### config.mk
export PLATFORM = sky130hd
export DESIGN_NAME = ps2_voice_allocator_flat
export DESIGN_NICKNAME = d
export VERILOG_FILES = /design/src/rtl/ps2_voice_allocator_pkg.sv /design/src/rtl/ps2_voice_allocator_if.sv /design/src/rtl/ps2_voice_allocator_rank_tracker.sv /design/src/rtl/ps2_voice_allocator.sv /design/src/flat_wrapper.sv
export SDC_FILE = /design/constraint.sdc
export NUM_CORES = 1
export LEC_CHECK = 0
export CAP_MARGIN = 20
export CORE_MARGIN = 3
export CORE_UTILIZATION = 51
export CTS_BUF_LIST = sky130_fd_sc_hd__clkbuf_8
export DETAILED_ROUTE_END_ITERATION = 6
export PLACE_DENSITY = 0.8
export REMOVE_ABC_BUFFERS = 1
export SLEW_MARGIN = 25
export SYNTH_ARGS = -nofsm -noshare
export SYNTH_HDL_FRONTEND = slang
export SYNTH_HIERARCHICAL = 1
export SYNTH_SLANG_ARGS = --single-unit
export TNS_END_PERCENT = 100
### constraint.sdc
create_clock -name iClk -period 3.5 [get_ports iClk]
set_clock_uncertainty 0.05 [all_clocks]
set_input_delay 0.525 -clock iClk [delete_from_list [all_inputs] [get_ports iClk]]
set_output_delay 0.525 -clock iClk [all_outputs]
set_load 0.05 [all_outputs]
### src/rtl/ps2_voice_allocator_pkg.sv
// Shared constants and helpers for the PS/2 piano voice allocator.
// Note codes 1..98 are playable, 0 means silent, and codes from 99 up are invalid.
package ps2_voice_allocator_pkg;

    localparam int NOTE_W = 8;
    localparam logic [NOTE_W-1:0] NOTE_NONE = '0;
    localparam logic [NOTE_W-1:0] NOTE_STOP = NOTE_W'(99);

    typedef enum logic [1:0] {
        OP_NONE,
        OP_ALLOC,
        OP_FREE,
        OP_CLEAR
    } rank_op_e;

    function automatic logic note_is_valid(input logic [NOTE_W-1:0] n);
        return (n != NOTE_NONE) && (n < NOTE_STOP);
    endfunction

endpackage

### src/rtl/ps2_voice_allocator_if.sv
// Bundles the key-event input and the voice outputs of the allocator.
// The decoder side uses the master modport and the allocator uses the slave modport.
interface ps2_voice_allocator_if #(
    parameter int VOICES = 4
) ();
    import ps2_voice_allocator_pkg::*;

    logic                     iEvtValid;
    logic                     iEvtRelease;
    logic [NOTE_W-1:0]        iEvtNote;
    logic                     iAllOff;
    logic [VOICES*NOTE_W-1:0] oVoiceNote;
    logic [VOICES-1:0]        oVoiceActive;
    logic                     oSteal;

    modport master (
        output iEvtValid, iEvtRelease, iEvtNote, iAllOff,
        input  oVoiceNote, oVoiceActive, oSteal
    );

    modport slave (
        input  iEvtValid, iEvtRelease, iEvtNote, iAllOff,
        output oVoiceNote, oVoiceActive, oSteal
    );
endinterface

### src/rtl/ps2_voice_allocator_rank_tracker.sv
// Tracks voice age ranks: 0 is the newest active voice and count-1 is the oldest.
// Inactive voices always hold rank 0. When every voice is busy, one voice holds rank VOICES-1.
module ps2_voice_allocator_rank_tracker
    import ps2_voice_allocator_pkg::*;
#(
    parameter int VOICES = 4,
    parameter int IDX_W  = $clog2(VOICES)
) (
    input  logic              iClk,
    input  logic              iReset_n,
    input  rank_op_e          i_op,
    input  logic [IDX_W-1:0]  i_idx,
    input  logic [VOICES-1:0] i_active,
    output logic [IDX_W-1:0]  o_oldest
);

    logic [VOICES-1:0][IDX_W-1:0] r_rank;

    always_ff @(posedge iClk or negedge iReset_n) begin
        if (!iReset_n) begin
            r_rank <= '0;
        end else begin
            case (i_op)
                OP_CLEAR: r_rank <= '0;
                // A steal reuses the oldest slot, so it also follows this path.
                OP_ALLOC: begin
                    for (int v = 0; v < VOICES; v++) begin
                        if (IDX_W'(v) == i_idx)
                            r_rank[v] <= '0;
                        else if (i_active[v])
                            r_rank[v] <= r_rank[v] + IDX_W'(1);
                    end
                end
                OP_FREE: begin
                    for (int v = 0; v < VOICES; v++) begin
                        if (IDX_W'(v) == i_idx)
                            r_rank[v] <= '0;
                        else if (i_active[v] && (r_rank[v] > r_rank[i_idx]))
                            r_rank[v] <= r_rank[v] - IDX_W'(1);
                    end
                end
                default: ;
            endcase
        end
    end

    always_comb begin
        o_oldest = '0;
        for (int v = VOICES - 1; v >= 0; v--) begin
            if (i_active[v] && (r_rank[v] == IDX_W'(VOICES - 1)))
                o_oldest = IDX_W'(v);
        end
    end

endmodule

### src/rtl/ps2_voice_allocator.sv
// Assigns PS/2 key events to tone-generator voices.
// It allocates free voices, releases voices on key up, and steals the oldest voice when all are busy.
module ps2_voice_allocator
    import ps2_voice_allocator_pkg::*;
#(
    parameter int VOICES = 4
) (
    input logic                 iClk,
    input logic                 iReset_n,
    ps2_voice_allocator_if.slave bus
);

    localparam int IDX_W = $clog2(VOICES);

    logic [VOICES-1:0][NOTE_W-1:0] r_note;
    logic [VOICES-1:0]             r_active;
    logic                          r_steal;

    logic             w_valid, w_hit, w_any_free, w_press, w_release;
    logic [IDX_W-1:0] w_hit_idx, w_free_idx, w_oldest, w_tgt, w_idx;
    rank_op_e         w_op;

    assign w_valid = bus.iEvtValid && !bus.iAllOff && note_is_valid(bus.iEvtNote);

    // A note can be held by at most one voice, so the hit index is unique.
    always_comb begin
        w_hit     = 1'b0;
        w_hit_idx = '0;
        for (int v = 0; v < VOICES; v++) begin
            if (r_active[v] && (r_note[v] == bus.iEvtNote)) begin
                w_hit     = 1'b1;
                w_hit_idx = IDX_W'(v);
            end
        end
    end

    always_comb begin
        w_any_free = 1'b0;
        w_free_idx = '0;
        for (int v = VOICES - 1; v >= 0; v--) begin
            if (!r_active[v]) begin
                w_any_free = 1'b1;
                w_free_idx = IDX_W'(v);
            end
        end
    end

    assign w_press   = w_valid && !bus.iEvtRelease && !w_hit;
    assign w_release = w_valid &&  bus.iEvtRelease &&  w_hit;
    assign w_tgt     = w_any_free ? w_free_idx : w_oldest;
    assign w_idx     = w_press ? w_tgt : w_hit_idx;

    always_comb begin
        w_op = OP_NONE;
        if (bus.iAllOff)  w_op = OP_CLEAR;
        else if (w_press) w_op = OP_ALLOC;
        else if (w_release) w_op = OP_FREE;
    end

    ps2_voice_allocator_rank_tracker #(.VOICES(VOICES), .IDX_W(IDX_W)) u_rank (
        .iClk     (iClk),
        .iReset_n (iReset_n),
        .i_op     (w_op),
        .i_idx    (w_idx),
        .i_active (r_active),
        .o_oldest (w_oldest)
    );

    always_ff @(posedge iClk or negedge iReset_n) begin
        if (!iReset_n) begin
            r_note   <= '0;
            r_active <= '0;
            r_steal  <= 1'b0;
        end else begin
            r_steal <= w_press && !w_any_free;
            if (bus.iAllOff) begin
                r_note   <= '0;
                r_active <= '0;
            end else if (w_press) begin
                r_note[w_tgt]   <= bus.iEvtNote;
                r_active[w_tgt] <= 1'b1;
            end else if (w_release) begin
                r_note[w_hit_idx]   <= NOTE_NONE;
                r_active[w_hit_idx] <= 1'b0;
            end
        end
    end

    assign bus.oVoiceNote   = r_note;
    assign bus.oVoiceActive = r_active;
    assign bus.oSteal       = r_steal;

endmodule
### src/flat_wrapper.sv
// flat-port wrapper written by rule: the top's interface ports become plain ports
module ps2_voice_allocator_flat import ps2_voice_allocator_pkg::*;
#(
    parameter int VOICES = 4
)
  (iClk, iReset_n, bus_iEvtValid, bus_iEvtRelease, bus_iEvtNote, bus_iAllOff, bus_oVoiceNote, bus_oVoiceActive, bus_oSteal);
  ps2_voice_allocator_if #(.VOICES(VOICES)) bus_i ();
  input logic iClk;
  input logic iReset_n;
  input wire logic [$bits(bus_i.iEvtValid)-1:0] bus_iEvtValid;
  input wire logic [$bits(bus_i.iEvtRelease)-1:0] bus_iEvtRelease;
  input wire logic [$bits(bus_i.iEvtNote)-1:0] bus_iEvtNote;
  input wire logic [$bits(bus_i.iAllOff)-1:0] bus_iAllOff;
  output wire logic [$bits(bus_i.oVoiceNote)-1:0] bus_oVoiceNote;
  output wire logic [$bits(bus_i.oVoiceActive)-1:0] bus_oVoiceActive;
  output wire logic [$bits(bus_i.oSteal)-1:0] bus_oSteal;
  assign bus_i.iEvtValid = bus_iEvtValid;
  assign bus_i.iEvtRelease = bus_iEvtRelease;
  assign bus_i.iEvtNote = bus_iEvtNote;
  assign bus_i.iAllOff = bus_iAllOff;
  assign bus_oVoiceNote = bus_i.oVoiceNote;
  assign bus_oVoiceActive = bus_i.oVoiceActive;
  assign bus_oSteal = bus_i.oSteal;
  ps2_voice_allocator #(.VOICES(VOICES)) u_core (.iClk(iClk), .iReset_n(iReset_n), .bus(bus_i));
endmodule
==> results of run 1 <==
cell families (layout without fill, tap and decap cells):
family / after synthesis / count (layout)
mux: 20 / 20
fa+ha+maj: 15 / 15
compound gates: 57 / 57
simple gates: 105 / 105
buf+inv: 38 / 157
flops: 45 / 45
xor+xnor: 32 / 32
layer usage:
metal,vias to the layer above,track usage [%],part of all wire (%)
met1,1504,33.82,39
met2,173,44.56,49
met3,44,6.893,7.2
met4,0,10.22,4.1
li1,1351,-,-
met5,-,0,0
flip-flops by register name (all words and copies together) (netlist names):
signal and cells:
u_core/bus.oSteal 1, u_core/bus.oVoiceActive 4, u_core/bus.oVoiceNote 32, u_core/u_rank/r_rank 8
worst paths after layout:
check,start,slack (ns),to,depth (start not counted)
hold reg to reg,u_core/bus.oVoiceNote[11],0.51,u_core/bus.oVoiceNote[11],1
min in group iClk,u_core/bus.oVoiceNote[11],0.51,u_core/bus.oVoiceNote[11],1
max in group asynchronous,iReset_n,2.85,u_core/u_rank/r_rank[6],1
setup / recovery,bus_iEvtValid,-0.09,u_core/u_rank/r_rank[3],13
setup reg to reg,u_core/u_rank/r_rank[6],0.11,u_core/u_rank/r_rank[3],11
hold / removal,iReset_n,0.15,u_core/bus.oVoiceNote[27],1
cell type report:
class / count / area, sq um
clock buffer: 6 / 82.58
multi-input combinational: 229 / 1991
timing repair buffer: 126 / 1137
tap: 75 / 93.84
inverter: 24 / 90.09
fill: 375 / 1463
sequential: 45 / 1126
clock inverter: 1 / 7.507
power by group:
part | switching (mW) | leakage, nW | internal [mW]
Clock | 0.186 | 0.0433 | 0.156
Combinational | 0.119 | 1.28 | 0.106
Sequential | 0.00401 | 0.627 | 0.523
Total | 0.309 | 1.95 | 0.785
cell usage in the layout, fill, tap and decap left out, types with 7 or more instances in the layout:
cell / n
mux2_4: 7
xnor2_1: 29
clkdlybuf4s50_1: 40
nor2_1: 17
mux2i_1: 11
buf_4: 66
inv_1: 23
a22o_1: 14
dfrtp_1: 45
ha_1: 11
nand2_1: 23
a211oi_1: 7
per-stage QoR:
stage | worst slack (ns) | setup TNS, ns
6_report | -0.08996 | -0.1652
2_1_floorplan | -0.9471 | -6.305
4_1_cts | 0.0007383 | 0
3_3_place_gp | -0.5347 | -3.763
5_1_grt | -0.1316 | -0.4676
3_5_place_dp | -0.6599 | -4.828
worst register-to-register path: cells and delay by family (launching register included):
family          cells  cell delay, ns
compound gates      5            1.29
fa+ha+maj           2            0.43
flops               1            0.44
mux                 1            0.49
simple gates        3            0.58
what timing repair did:
action                                  4_1_cts  5_1_grt
setup buffers                                12        9
pin swaps                                    15       24
endpoints found under the setup margin        8        8
hold buffers                                  0        0
gates resized for setup                      33       28
cloned                                        1        1
==> results by group, run 1 <==
Routing
  • Post-DRT Antenna Nets: 0
  • Initial DRC count: 318
  • DRC viols: 0
  • Total wire length: 10100 um
  • DR pass1 iterations: 5
  • Routed vias: 3072
  • Via density: 6.071
  • WL per Instance: 19.96 um

Timing
  • Slew margin rel.: 53.91%
  • Fmax: 278.6 MHz
  • Tcrit/Tclk final: 102.6%
  • Worst-Margin Slew: 0.6914 ns
  • RSZ-0062 raised after global routing: true
  • Setup Viol. Count Final: 2
  • Final worst slack: -0.08996 ns
  • Slew Viols, Final: 0
  • Post-layout min period: 3.590 ns
  • Final hold viol count: 0
  • Final hold slack: 0.1521 ns

Synth
  • Yosys top cell area share: 35.16%
  • Post-synth EDFFs: 0
  • Netlist Area Pre-Place: 3203 sq um
  • Cell with the most instances after synthesis: dfrtp_1
  • Largest family of logic cells by synthesized area: simple AND/OR/NAND/NOR gates
  • Synth Area in Compound Gates: 14.49%
  • Post-Synthesis Cells: 312
  • Cell taking the most area after synthesis: dfrtp_1
  • Async S/R FF share, synth: 100.0%
  • Avg Synthesized Cell Area: 10.27 sq um
  • Top cells by area, synth: dfrtp_1 (35%), xnor2_1 (8.8%), ha_1 (5.9%), a22o_1 (3.8%), mux2i_1 (3.4%)
  • Adder-cell area share of the yosys netlist: 5.859%
  • Ys flop type: dfrtp_1
  • Mux cell area share after synthesis: 8.125%
  • Post-synth cell types: 58
  • XOR/XNOR Fraction of Synth Area: 8.750%
  • Synth Warn #: 6
  • Synthesized flop and latch total: 45
  • Sequential cell area fraction in the yosys report: 35.16%
  • Synth top cells by count: dfrtp_1 (45), xnor2_1 (32), nand2_1 (25)
  • Post-synthesis simple-gate area fraction: 20.74%

Pwr
  • Peak supply drop: 0.2003 mV
  • Leak: 1.947 nW
  • Pwr Total: 1.095 mW
  • Pwr/cell area: 241.8 nW/um^2

Finish
  • Ant diodes: 0
  • Layout area overhead: 41.37%
  • Design area: 4528 sq um
  • Final Util: 75.58%
  • Layout cells sized above 1: 32.95%
  • Final Net Count: 459
  • Layout Cells excl Fill: 506

Worst setup path
  • Worst path cell trace: clkdlybuf4s50_1 -> nor3b_1 -> buf_4 -> nand3_4 -> nor2_4 -> nand2_2 -> o211ai_1 -> mux4_2 -> ha_4 -> nor2b_4 -> o21ai_2 -> or3_1 -> a32o_1
  • Slowest stage delay, CP: 0.49 ns
  • CP Data Required Time: 3.65 ns
  • Critical Path AT: 3.74 ns
  • CP Max Fanout: 4
  • Top delay family on crit path: simple AND/OR/NAND/NOR gates
  • Critical Path End Type: flop
  • Crit Path Category: primary input to flop
  • WP buf/inv: 2
  • Crit-path slowest cell: mux4_2
  • Crit start category: primary input

Die
  • Core ar.: 5991 sq um
  • Starting Density: 53.47%
  • Io pins: 50
  • Die X: 85.25 um
  • Die Area: 7268 sq um
  • Chip Height: 85.25 um
  • Num rows: 28

Clock network
  • Sink Count: 45
  • H-Tree Depth: 2
  • CTS tree: yes
  • Clk Latency, worst-skew pair: 0.31 ns
  • Root Buffer: clkbuf_8
  • Inserted Clock Buffers: 5
  • Clock transition at path regs: 0.09 ns
  • Max Root-Sink Buffers: 2

Global routing
  • Initial antenna violation count: 0
  • Total congestion overflow: 0
  • Vias in the first global route: 3170
  • Largest net degree at the start of global routing: 46
  • Tot GR Track Use: 26.95%
  • First-pass GRT wire length: 15530 um

Place
  • # port buffers: 49
  • Post-DP HPWL: 6447 um
  • Placer congestion estimate: 0.9002
  • Placed instance count: 476
  • Post-DP Area: 4108 sq um

Status
  • Failing checks: setup timing
  • Status: finished, violations left

Job
  • # Max-Cap Violations: 0

Hold path
  • Hold crit path type: primary input to async pin
Note: power is estimated with default switching activity, not from simulation.
==> inputs of run 2 (changes only) <==
Settings changed: CORE_MARGIN 3 to 5, CORE_UTILIZATION 51 to 60, PLACE_DENSITY 0.8 to 0.89.
Clock period 3.5 ns to 4.6 ns, I/O delays scaled along.
==> results by group, run 2 (synthesis results as in run 1) <==
Clock network
  • Sink Count: 45
  • Clk Latency, worst-skew pair: 0.29 ns
  • Max Root-Sink Buffers: 2
  • Inserted Clock Buffers: 5
  • H-Tree Depth: 2
  • Cts hold-fix bufs: 0
  • Root Buffer: clkbuf_8
  • Clock transition at path regs: 0.08 ns
  • CTS tree: yes
  • CTS resizes: 0
  • Setup bufs post-CTS: 0

Timing
  • Final hold viol count: 0
  • Worst-Margin Slew: 0.6897 ns
  • Final hold slack: 0.3272 ns
  • Slew margin rel.: 53.92%
  • Slew Viols, Final: 0
  • Tcrit/Tclk final: 95.07%
  • Fmax: 228.7 MHz
  • Post-layout min period: 4.373 ns
  • Setup Viol. Count Final: 0
  • RSZ-0062 raised after global routing: false
  • Total negative slack: 0 ns
  • Final worst slack: 0.2266 ns

Die
  • Die X: 83.07 um
  • Io pins: 50
  • Die Area: 6900 sq um
  • Core ar.: 5140 sq um
  • Chip Height: 83.07 um
  • Num rows: 26
  • Starting Density: 62.32%

Finish
  • Design area: 3857 sq um
  • Layout Cells excl Fill: 438
  • Final Net Count: 396
  • Ant diodes: 0
  • Layout cells sized above 1: 14.40%
  • Number of flip-flops in the largest register: 32
  • Final Util: 75.05%
  • Most frequent cells in the layout: clkdlybuf4s50_1 (48), dfrtp_1 (45), xnor2_1 (32), nand2_1 (25), inv_1 (24)
  • Layout area overhead: 20.43%
  • Commonest non-fill, non-tap cell in the layout: clkdlybuf4s50_1

Worst setup path
  • CP Max Fanout: 9
  • Critical Path End Type: flop
  • CP Data Required Time: 4.73 ns
  • Critical Path AT: 4.50 ns
  • Crit Path Category: primary input to flop
  • Crit start category: primary input
  • Critical path origin: bus_iEvtNote[6]
  • Crit Reg-Reg Startpoint: u_core/u_rank/r_rank[4]

Global routing
  • Largest net degree at the start of global routing: 46
  • Vias in the first global route: 2848
  • Total congestion overflow: 0
  • Initial antenna violation count: 0
  • Tot GR Track Use: 24.89%
  • First-pass GRT wire length: 14140 um

Pwr
  • Combinational share of power: 15.1%
  • Pwr/cell area: 210.5 nW/um^2
  • Peak supply drop: 0.1550 mV
  • Flop pwr share: 49.4%
  • Clock power share: 35.5%
  • Net switching power of the design: 0.2073 mW
  • Leak: 1.568 nW
  • Sw Share: 25.53%
  • Pwr Total: 0.8120 mW
  • Internal power: 0.6047 mW

Routing
  • Routed vias: 2745
  • Post-DRT Antenna Nets: 0
  • Total wire length: 8203 um
  • DR pass1 iterations: 5
  • Initial DRC count: 327
  • Via density: 6.267
  • WL per Instance: 18.73 um
  • DRC viols: 0

Status
  • Status: completed

Place
  • # port buffers: 49
  • Placer congestion estimate: 0.9120
  • Post-DP Area: 3751 sq um
  • Post-DP HPWL: 5962 um
  • Placed instance count: 431
  • Setup WS pre-CTS: 0.06948 ns

Hold path
  • Hold crit path type: primary input to async pin

Job
  • # Max-Cap Violations: 0
[run 2: cell count changes in the layout (fill, tap and decap cells not counted), sizes merged]
cell           delta
clkinvlp          -1
buf              -62
clkinv            +1
bufinv            +1
clkdlybuf4s50     +8
bufbuf            -1
clkbuf            -9
[run 2: power groups by stage]
stage	sequential (mW)	combinational, mW	clock, mW
6_report	0.401	0.123	0.288
2_1_floorplan	0.417	0.0560	0
3_3_place_gp	0.409	0.118	0
5_1_grt	0.402	0.132	0.310
4_1_cts	0.401	0.122	0.293
3_5_place_dp	0.409	0.120	0
[run 2: final timing paths]
check / end / slack (ns) / depth (start not counted)
setup / recovery: u_core/u_rank/r_rank[3] / 0.23 / 15
hold / removal: u_core/bus.oVoiceNote[24] / 0.33 / 1
setup reg to reg: u_core/u_rank/r_rank[3] / 0.77 / 16
hold reg to reg: u_core/bus.oVoiceNote[17] / 0.50 / 1
max in group asynchronous: u_core/bus.oVoiceNote[13] / 3.79 / 1
min in group iClk: u_core/bus.oVoiceNote[17] / 0.50 / 1
[run 2: worst max-delay path, stage by stage]
cell	delay, ns
clkdlybuf4s50_1	0.76
xnor2_1	0.13
nand3_1	0.13
nor3_2	0.10
nor4_2	0.39
nand2_1	0.18
o21ai_0	0.20
buf_4	0.19
mux4_2	0.50
inv_1	0.14
ha_1	0.26
nand3_1	0.08
o21ai_0	0.12
or3_1	0.38
a32o_1	0.25
[run 2: area by class of cell]
class,instances,area (sq um)
clock inverter,2,35.03
fill,359,1282
inverter,24,90.09
timing repair buffer,63,593.1
tap,70,87.58
multi-input combinational,229,1857
clock buffer,5,68.82
sequential,45,1126
[run 2: per-layer routing]
layer | wire, um | track usage (%) | share of wire [%]
met4 | 185 | 10.85 | 2.3
met5 | 0 | 0 | 0
met1 | 3403 | 32.30 | 41
met3 | 635 | 5.446 | 7.7
met2 | 3978 | 39.94 | 48
==> inputs of run 3 (changes only) <==
Settings changed: GPL_ROUTABILITY_DRIVEN from default to 0.
==> results by group, run 3 (synthesis results as in run 1) <==
Worst setup path
  • Top delay family on crit path: simple AND/OR/NAND/NOR gates
  • Crit Path Category: primary input to flop
  • CP Data Required Time: 4.73 ns
  • WP buf/inv: 3
  • Critical Path End Type: flop
  • CP Max Fanout: 9
  • Critical Path AT: 4.48 ns
  • Crit-path slowest cell: clkdlybuf4s50_1
  • Crit start category: primary input
  • Crit Reg-Reg Startpoint: u_core/u_rank/r_rank[4]
  • Critical path origin: bus_iEvtNote[5]
  • Most numerous cell on the critical path: o21ai_0
  • Slowest stage delay, CP: 0.77 ns
  • Worst path cell trace: clkdlybuf4s50_1 -> xnor2_1 -> nand4_2 -> nor3_2 -> nor4_2 -> nand2_1 -> o21ai_0 -> buf_4 -> mux4_2 -> inv_1 -> ha_1 -> nand3_1 -> o21ai_0 -> or3_1 -> a32o_1

Finish
  • FF+latch area: 1126 sq um
  • Ant diodes: 0
  • Final Util: 74.81%
  • Area taken by multi-input logic gates: 1857 sq um
  • Final Net Count: 396
  • Layout cells sized above 1: 14.63%
  • Commonest non-fill, non-tap cell in the layout: clkdlybuf4s50_1
  • Fillcell total: 365
  • Most frequent cells in the layout: clkdlybuf4s50_1 (48), dfrtp_1 (45), xnor2_1 (32), nand2_1 (25), inv_1 (24)
  • Number of flip-flops in the largest register: 32
  • Layout area overhead: 20.04%

Timing
  • Slew margin rel.: 54.98%
  • Fmax: 230.2 MHz
  • Final hold slack: 0.3249 ns
  • Slew Viols, Final: 0
  • Post-layout min period: 4.344 ns
  • Final worst slack: 0.2556 ns
  • Worst-Margin Slew: 0.6739 ns
  • Total negative slack: 0 ns
  • Final hold viol count: 0
  • Setup Viol. Count Final: 0
  • RSZ-0062 raised after global routing: false
  • Tcrit/Tclk final: 94.44%

Die
  • Die Area: 6900 sq um
  • Core ar.: 5140 sq um
  • Io pins: 50
  • Starting Density: 62.32%
  • Num rows: 26
  • Die X: 83.07 um
  • Chip Height: 83.07 um

Global routing
  • Total congestion overflow: 0
  • Initial antenna violation count: 0
  • Tot GR Track Use: 24.06%
  • Largest net degree at the start of global routing: 46
  • Vias in the first global route: 2739
  • First-pass GRT wire length: 13600 um

Routing
  • WL per Instance: 18.23 um
  • Via density: 6.098
  • Post-DRT Antenna Nets: 0
  • Total wire length: 8005 um
  • DR pass1 iterations: 5
  • Initial DRC count: 232
  • Routed vias: 2677
  • DRC viols: 0

Clock network
  • CTS resizes: 0
  • Inserted Clock Buffers: 5
  • Clock transition at path regs: 0.09 ns
  • Root Buffer: clkbuf_8
  • CTS tree: yes
  • Cts hold-fix bufs: 0
  • Setup bufs post-CTS: 0
  • Sink Count: 45
  • H-Tree Depth: 2
  • Max Root-Sink Buffers: 2
  • Clk Latency, worst-skew pair: 0.31 ns

Pwr
  • Leak: 1.551 nW
  • Peak supply drop: 0.1686 mV
  • Pwr Total: 0.7718 mW
  • Pwr/cell area: 200.7 nW/um^2

Hold path
  • Hold crit path type: primary input to async pin

Place
  • Setup WS pre-CTS: 0.0006475 ns
  • # port buffers: 49
  • Post-DP HPWL: 5971 um

Status
  • Status: completed

Job
  • # Max-Cap Violations: 0
run 3: cell types whose count changed in the layout (fill, tap and decap cells not counted), sizes merged:
cell,before,now
bufinv,1,0
clkinvlp,0,3
clkinv,1,0
run 3: metal layers:
metal | track usage (%) | vias to the layer above | part of all wire [%]
li1 | - | 1224 | -
met1 | 31.17 | 1283 | 41
met2 | 40.67 | 156 | 48
met3 | 5.347 | 14 | 9.6
met4 | 6.241 | 0 | 1.3
met5 | 0 | - | 0
run 3: path summary, 6_finish.rpt:
| kind | slack (ns) | end | cells after the start |
|---|---|---|---|
| min in group iClk | 0.50 | u_core/bus.oVoiceNote[15] | 1 |
| worst min-delay path | 0.32 | u_core/bus.oVoiceNote[0] | 1 |
| max in group asynchronous | 3.77 | u_core/u_rank/r_rank[5] | 1 |
| worst max-delay path | 0.26 | u_core/u_rank/r_rank[3] | 15 |
| worst max register to register | 0.74 | u_core/u_rank/r_rank[3] | 16 |
| worst min register to register | 0.50 | u_core/bus.oVoiceNote[15] | 1 |
run 3: final cells by class:
| class | instances | area share [%] |
|---|---|---|
| inverter | 24 | 2.343 |
| clock inverter | 3 | 0.5857 |
| sequential | 45 | 29.29 |
| clock buffer | 5 | 1.790 |
| timing repair buffer | 63 | 15.42 |
| tap | 70 | 2.278 |
| multi-input combinational | 229 | 48.29 |
run 3: report_power, final:
group / switching [mW] / internal [mW] / total, mW
clock: 0.141 / 0.107 / 0.247
combinational: 0.0741 / 0.0491 / 0.123
sequential: 0.00351 / 0.398 / 0.401
total: 0.218 / 0.553 / 0.772
run 3: metrics by stage:
| step | cell area, sq um | instances |
|---|---|---|
| after CTS | 3842 | 439 |
| after global routing | 3845 | 439 |
| after detailed placement | 3751 | 431 |
| after floorplan | 3073 | 298 |
| after global placement | 3751 | 431 |
| final | 3845 | 439 |
